<file path="src/rtl/store_drain.sv">
// store_drain: retired-store buffer that drains committed stores to memory.
//
// Holds up to DEPTH doubleword-aligned write requests in a circular FIFO and
// presents the oldest one on the mem_* port until the memory accepts it.
//
// Ports
//   clk, reset       clock; asynchronous active-high reset
//   st_push          retire stage commits a store this cycle
//   st_addr/st_data  store byte address and right-aligned data
//   st_size          store size in bytes (1, 2, 4 or 8; 0 = not a store)
//   ld_addr          load address probed for doubleword conflicts
//   mem_ready        memory accepts the presented write
//   mem_valid        write request presented (buffer not empty)
//   mem_addr/data/be head entry: aligned address, lane-shifted data, byte enables
//   full, empty      buffer occupancy
//   ld_conflict      some buffered store touches the ld_addr doubleword
//   misalign         sticky: a doubleword-crossing store was rejected
//   overflow         sticky: a store arrived while the buffer was full
module store_drain #(
    parameter int DEPTH = 4
) (
    input  logic        clk,
    input  logic        reset,
    input  logic        st_push,
    input  logic [63:0] st_addr,
    input  logic [63:0] st_data,
    input  int          st_size,
    input  logic [63:0] ld_addr,
    input  logic        mem_ready,
    output logic        mem_valid,
    output logic [63:0] mem_addr,
    output logic [63:0] mem_data,
    output logic [7:0]  mem_be,
    output logic        full,
    output logic        empty,
    output logic        ld_conflict,
    output logic        misalign,
    output logic        overflow
);

    localparam int PW = (DEPTH > 1) ? $clog2(DEPTH) : 1;
    localparam int CW = PW + 1;
    localparam logic [CW-1:0] FULL_COUNT = CW'(DEPTH);

    logic [PW-1:0] head_q, head_d;
    logic [PW-1:0] tail_q, tail_d;
    logic [CW-1:0] count_q, count_d;
    logic          misalign_q, misalign_d;
    logic          overflow_q, overflow_d;

    // Entry storage is not reset; outputs are masked while empty.
    logic [63:0] addr_mem [DEPTH];
    logic [63:0] data_mem [DEPTH];
    logic [7:0]  be_mem   [DEPTH];

    logic        size_ok;
    logic [2:0]  lane;
    logic [3:0]  lane_end;
    logic        store_misaligned;
    logic        push_fire;
    logic        pop_fire;
    logic [7:0]  be_base;
    logic [7:0]  push_be;
    logic [63:0] push_data;
    logic [63:0] push_addr;

    logic        unused_ld_lane;
    assign unused_ld_lane = ^ld_addr[2:0];

    assign full      = (count_q == FULL_COUNT);
    assign empty     = (count_q == '0);
    assign mem_valid = !empty;
    assign misalign  = misalign_q;
    assign overflow  = overflow_q;

    assign mem_addr = mem_valid ? addr_mem[head_q] : 64'h0;
    assign mem_data = mem_valid ? data_mem[head_q] : 64'h0;
    assign mem_be   = mem_valid ? be_mem[head_q]   : 8'h0;

    // Store decode and next-state.
    always_comb begin
        size_ok   = (st_size == 1) || (st_size == 2) || (st_size == 4) || (st_size == 8);
        lane      = st_addr[2:0];
        lane_end  = {1'b0, lane} + st_size[3:0];
        store_misaligned = size_ok && (lane_end > 4'd8);

        be_base = 8'h00;
        case (st_size[3:0])
            4'd1:    be_base = 8'h01;
            4'd2:    be_base = 8'h03;
            4'd4:    be_base = 8'h0F;
            4'd8:    be_base = 8'hFF;
            default: be_base = 8'h00;
        endcase
        push_be   = be_base << lane;
        push_data = st_data << {lane, 3'b000};
        push_addr = {st_addr[63:3], 3'b000};

        // A full buffer rejects the push even if the head drains this cycle.
        push_fire = st_push && size_ok && !store_misaligned && !full;
        pop_fire  = mem_valid && mem_ready;

        head_d  = pop_fire  ? head_q + PW'(1) : head_q;
        tail_d  = push_fire ? tail_q + PW'(1) : tail_q;
        count_d = count_q + CW'(push_fire) - CW'(pop_fire);

        misalign_d = misalign_q | (st_push && store_misaligned);
        overflow_d = overflow_q | (st_push && size_ok && full);
    end

    always_ff @(posedge clk or posedge reset) begin
        if (reset) begin
            head_q     <= '0;
            tail_q     <= '0;
            count_q    <= '0;
            misalign_q <= 1'b0;
            overflow_q <= 1'b0;
        end else begin
            head_q     <= head_d;
            tail_q     <= tail_d;
            count_q    <= count_d;
            misalign_q <= misalign_d;
            overflow_q <= overflow_d;
        end
    end

    always_ff @(posedge clk) begin
        if (push_fire) begin
            addr_mem[tail_q] <= push_addr;
            data_mem[tail_q] <= push_data;
            be_mem[tail_q]   <= push_be;
        end
    end

    // An entry is occupied when its distance from head is below count.
    always_comb begin
        logic [PW-1:0] offset;
        ld_conflict = 1'b0;
        offset      = '0;
        for (int i = 0; i < DEPTH; i++) begin
            offset = PW'(i) - head_q;
            if (({1'b0, offset} < count_q) && (addr_mem[i][63:3] == ld_addr[63:3])) begin
                ld_conflict = 1'b1;
            end
        end
    end

endmodule

</file>
<file path="config.mk">
export PLATFORM = sky130hd
export DESIGN_NAME = store_drain
export DESIGN_NICKNAME = d
export VERILOG_FILES = /design/src/rtl/store_drain.sv
export SDC_FILE = /design/constraint.sdc
export NUM_CORES = 1
export LEC_CHECK = 0
export CAP_MARGIN = 20
export CORE_ASPECT_RATIO = 1.2
export CORE_MARGIN = 8
export CORE_UTILIZATION = 57
export CTS_BUF_LIST = sky130_fd_sc_hd__clkbuf_4
export DETAILED_ROUTE_END_ITERATION = 7
export GPL_ROUTABILITY_DRIVEN = 0
export GPL_TIMING_DRIVEN = 0
export PLACE_DENSITY = 0.91
export SYNTH_ARGS = -nofsm -noshare
export SYNTH_HDL_FRONTEND = slang
export SYNTH_SLANG_ARGS = --single-unit
</file>
<file path="constraint.sdc">
create_clock -name clk -period 5.2 [get_ports clk]
set_input_delay 1.3 -clock clk [delete_from_list [all_inputs] [get_ports clk]]
set_output_delay 1.3 -clock clk [all_outputs]
set_load 0.005 [all_outputs]
</file>
==> out/summary.txt <==
===========================================================================================
Shortest clock period the worst path allows after layout .....................      5.31 ns
Maximum number of pins on one net before global-route repair .................           57
Startpoint-to-endpoint class of the critical path ............................    in -> out
Most common flop cell mapped by yosys ........................................ sky130_fd_sc_hd__edfxtp_1
Post-route cell area .........................................................   32,000 µm²
Number of buffers and inverters on the critical path .........................            2
End of the worst register-to-register path ...................................   count_q[2]
Power consumption ............................................................      9.15 mW
Antenna violations before repair .............................................            4
Hold_sp ......................................................................     misalign
Final setup violating endpoints ..............................................            1
Number of vias per cell after detailed routing ...............................         6.39
Die Width ....................................................................       209 µm
Critical path peak fanout ....................................................            4
Number of inserted filler cells in the final layout ..........................        2,707
Root buffer cell ............................................................. sky130_fd_sc_hd__clkbuf_4
Die outline area .............................................................   51,700 µm²
TritonRoute pass-1 iters .....................................................            7
Final Hold Viols .............................................................            0
Global-route wire length before repair .......................................   116,000 µm
Starting utilization of the core area ........................................        0.572
Cell taking the most area after synthesis .................................... sky130_fd_sc_hd__edfxtp_1
Top cell type's share of synthesized area ....................................        0.628
Buffer count from post-CTS setup fixing ......................................            0
EDFF count, synth ............................................................          532
Clock sinks ..................................................................          541
TritonCTS buffer count .......................................................          134
Outcome ...................................................................... finished with violations
Post-detailed-route DRC marker count .........................................            0
Syn Std Cell Area ............................................................   25,400 µm²
Gate count of the mapped netlist .............................................        1,558
Maximum vdd ir drop ..........................................................       231 µV
Hold Path Class ..............................................................   reg -> reg
WP data required .............................................................      3.90 ns
Post-synthesis sequential area ratio .........................................        0.637
Worst r2r src ................................................................   count_q[2]
Core ar. .....................................................................   44,500 µm²
Maximum level of the CTS H-tree ..............................................            4
Final standard cell utilization of the core ..................................        0.720
Slew @ Worst Pin .............................................................      1.01 ns
Violated checks .............................................................. negative setup slack
Count of synthesis-stage warnings from yosys .................................            0
Number of design-rule violations left by the first detailed-router iteration .        2,082
Mean instance size in the synthesized netlist ................................     16.3 µm²
Routed wire length ...........................................................    80,800 µm
Synthesis-stage register bit count ...........................................          541
GRT Overall Usage ............................................................        0.307
Post-layout worst setup margin ...............................................    -0.106 ns
Worst hold path depth ........................................................            1
Fin Hold WS ..................................................................     0.478 ns
Port bufs ....................................................................          352
Hold_buf cts .................................................................            0
Placed instance area .........................................................   29,900 µm²
Ranking of synthesized cells by instance count ............................... sky130_fd_sc_hd__edfxtp_1, sky130_fd_sc_hd__and2_1, sky130_fd_sc_hd__mux4_2
Area occupied by multi-input gates ...........................................     9120 µm²
Number of unique standard cell types used by synthesis .......................           52
Number of standard-cell rows in the floorplan ................................           85
Reg clk slew, reported paths .................................................      0.05 ns
Fin Setup TNS ................................................................    -0.106 ns
Clock Path Buffers ...........................................................            3
Largest incremental delay on the critical path ...............................      0.51 ns
Area added between synthesis and finish ......................................        25.9%
Proportion of synthesized flip-flops having asynchronous set or reset ........       0.0166
Worst slew margin relative to its limit ......................................        0.329
Startpoint types .............................................................   input port
Wire per inst ................................................................      29.7 µm
Crit end category ............................................................ primary output
FF/Latch Area ................................................................   16,200 µm²
Die Y ........................................................................       247 µm
Top-level I/O count ..........................................................          370
R2R setup slack ..............................................................      2.39 ns
Critical path's slowest cell ................................................. sky130_fd_sc_hd__clkdlybuf4s50_1
Remaining global-route overflow ..............................................            0
Share of layout cells above drive strength 1 .................................        0.209
Worst clock skew .............................................................    0.0603 ns
Reported max-cap violation count .............................................            0
CTS tree .....................................................................          yes
Lkg Pwr ......................................................................      10.5 nW
Clock insertion delay at the later pin of the skew report ....................      0.90 ns
Depth of the worst register-to-register path .................................            9
Power density over the cells .................................................   286 nW/µm²
Residual antenna-violating net count after detailed routing ..................            0
Library cell with the highest instance count after synthesis ................. sky130_fd_sc_hd__edfxtp_1
Achievable frequency .........................................................      188 MHz
Net total in the final layout ................................................        2,297
Ratio of final minimum period to clock period ................................         1.02
Critical-path cell list ...................................................... clkdlybuf4s50_1 > xnor2_1 > nand4_1 > nor4_4 > o2111ai_1 > nor4_1 > or4_4 > clkdlybuf4s50_1
Arrival time at the worst endpoint ...........................................      4.01 ns
Most Frequent Cell on Critical Path .......................................... sky130_fd_sc_hd__clkdlybuf4s50_1
Final HPWL DP ................................................................    58,300 µm
Via count of the routed design ...............................................       17,427
Synth area leaders ........................................................... sky130_fd_sc_hd__edfxtp_1, sky130_fd_sc_hd__mux4_2, sky130_fd_sc_hd__xor2_1
WHS Endpoint .................................................................     misalign
Number of global-route vias before repair ....................................       18,020
Max-slew violation count .....................................................            0
Family with the most delay on the worst path ................................. simple AND/OR/NAND/NOR gates
===========================================================================================
[layer usage]
layer  global-route usage  vias up  share of wire
li1                     -     7103              -
met1                0.340     8445           0.31
met2                0.521     1534           0.49
met5                    0        -              0
met4                0.217        0          0.078
met3               0.0763      345           0.11
[logic make-up (layout without fill, tap and decap cells)]
family          Yosys count  after routing  share of synthesized area
compound gates          108            108                     0.0257
xor+xnor                254            254                     0.0875
fa+ha+maj                15             15                    0.00797
buf+inv                 107            700                     0.0177
flops                   541            541                      0.637
mux                     197            197                      0.148
other cells               1             11                   0.000147
simple gates            335            335                     0.0761
[cell type report]
class,count,share of cell area
buffer,87,0.0122
multi-input combinational,912,0.285
antenna,8,0.000625
clock buffer,191,0.0448
clock inverter,44,0.0102
inverter,18,0.00211
timing repair buffer,360,0.118
sequential,541,0.506
tap,565,0.0221
[where the power goes]
group / leakage [nW] / internal, mW / total [mW] / switching [mW]
combinational: 4.71 / 0.282 / 0.661 / 0.379
clock: 1.04 / 1.99 / 3.68 / 1.70
sequential: 4.73 / 4.80 / 4.80 / 0.0000000359
[cell usage in the layout, fill, tap and decap left out, types with 5 or more instances in the layout]
master and count:
sky130_fd_sc_hd__diode_2 8, sky130_fd_sc_hd__and2_1 151, sky130_fd_sc_hd__edfxtp_1 532, sky130_fd_sc_hd__mux2i_1 37, sky130_fd_sc_hd__buf_2 21, sky130_fd_sc_hd__bufinv_16 6
sky130_fd_sc_hd__clkdlybuf4s50_1 336, sky130_fd_sc_hd__buf_1 6, sky130_fd_sc_hd__ha_1 13, sky130_fd_sc_hd__o22ai_1 12, sky130_fd_sc_hd__nand4_1 38, sky130_fd_sc_hd__a21oi_1 42
sky130_fd_sc_hd__mux2_2 18, sky130_fd_sc_hd__inv_1 18, sky130_fd_sc_hd__xor2_1 135, sky130_fd_sc_hd__nor4_1 31, sky130_fd_sc_hd__a22oi_1 8, sky130_fd_sc_hd__dlymetal6s2s_1 14
sky130_fd_sc_hd__nand2_1 25, sky130_fd_sc_hd__buf_16 8, sky130_fd_sc_hd__clkinv_1 32, sky130_fd_sc_hd__clkbuf_2 5, sky130_fd_sc_hd__dfrtp_1 9, sky130_fd_sc_hd__o22a_1 7
sky130_fd_sc_hd__clkbuf_4 192, sky130_fd_sc_hd__xnor2_2 12, sky130_fd_sc_hd__clkbuf_1 50, sky130_fd_sc_hd__nor4_4 5, sky130_fd_sc_hd__o21ai_0 21, sky130_fd_sc_hd__xnor2_1 103
sky130_fd_sc_hd__mux4_2 141, sky130_fd_sc_hd__nor4_2 11, sky130_fd_sc_hd__nor2_1 49
[worst max path at each step]
stage	end	cells after the start	slack [ns]	startpoint
floorplan	addr_mem[0][0]	6	0.44	st_addr[0]
global placement	data_mem[0][28]	6	-1.81	st_size[1]
detailed placement	ld_conflict	8	-0.39	ld_addr[34]
CTS	ld_conflict	8	-0.02	ld_addr[57]
global route	ld_conflict	7	-0.07	ld_addr[12]
finish	ld_conflict	8	-0.11	ld_addr[59]
[what timing repair did]
action / 4_1_cts / 5_1_grt
gates resized for setup: 21 / 51
pin swaps: 4 / 9
setup endpoints to repair: 51 / 1
gates cloned: 0 / 0
[stage by stage]
step / worst slack, ns / instances
2_1_floorplan: 0.441 / 1560
5_1_grt: -0.0720 / 2720
4_1_cts: -0.0207 / 2719
6_report: -0.106 / 2726
3_3_place_gp: -1.81 / 2477
3_5_place_dp: -0.390 / 2485
[registers in the layout (all words and copies together), names as in the netlist]
name and count:
be_mem 32, tail_q 2, misalign 1, overflow 1
head_q 2, data_mem 256, count_q 3, addr_mem 244
(Power assumes the default switching activity.)
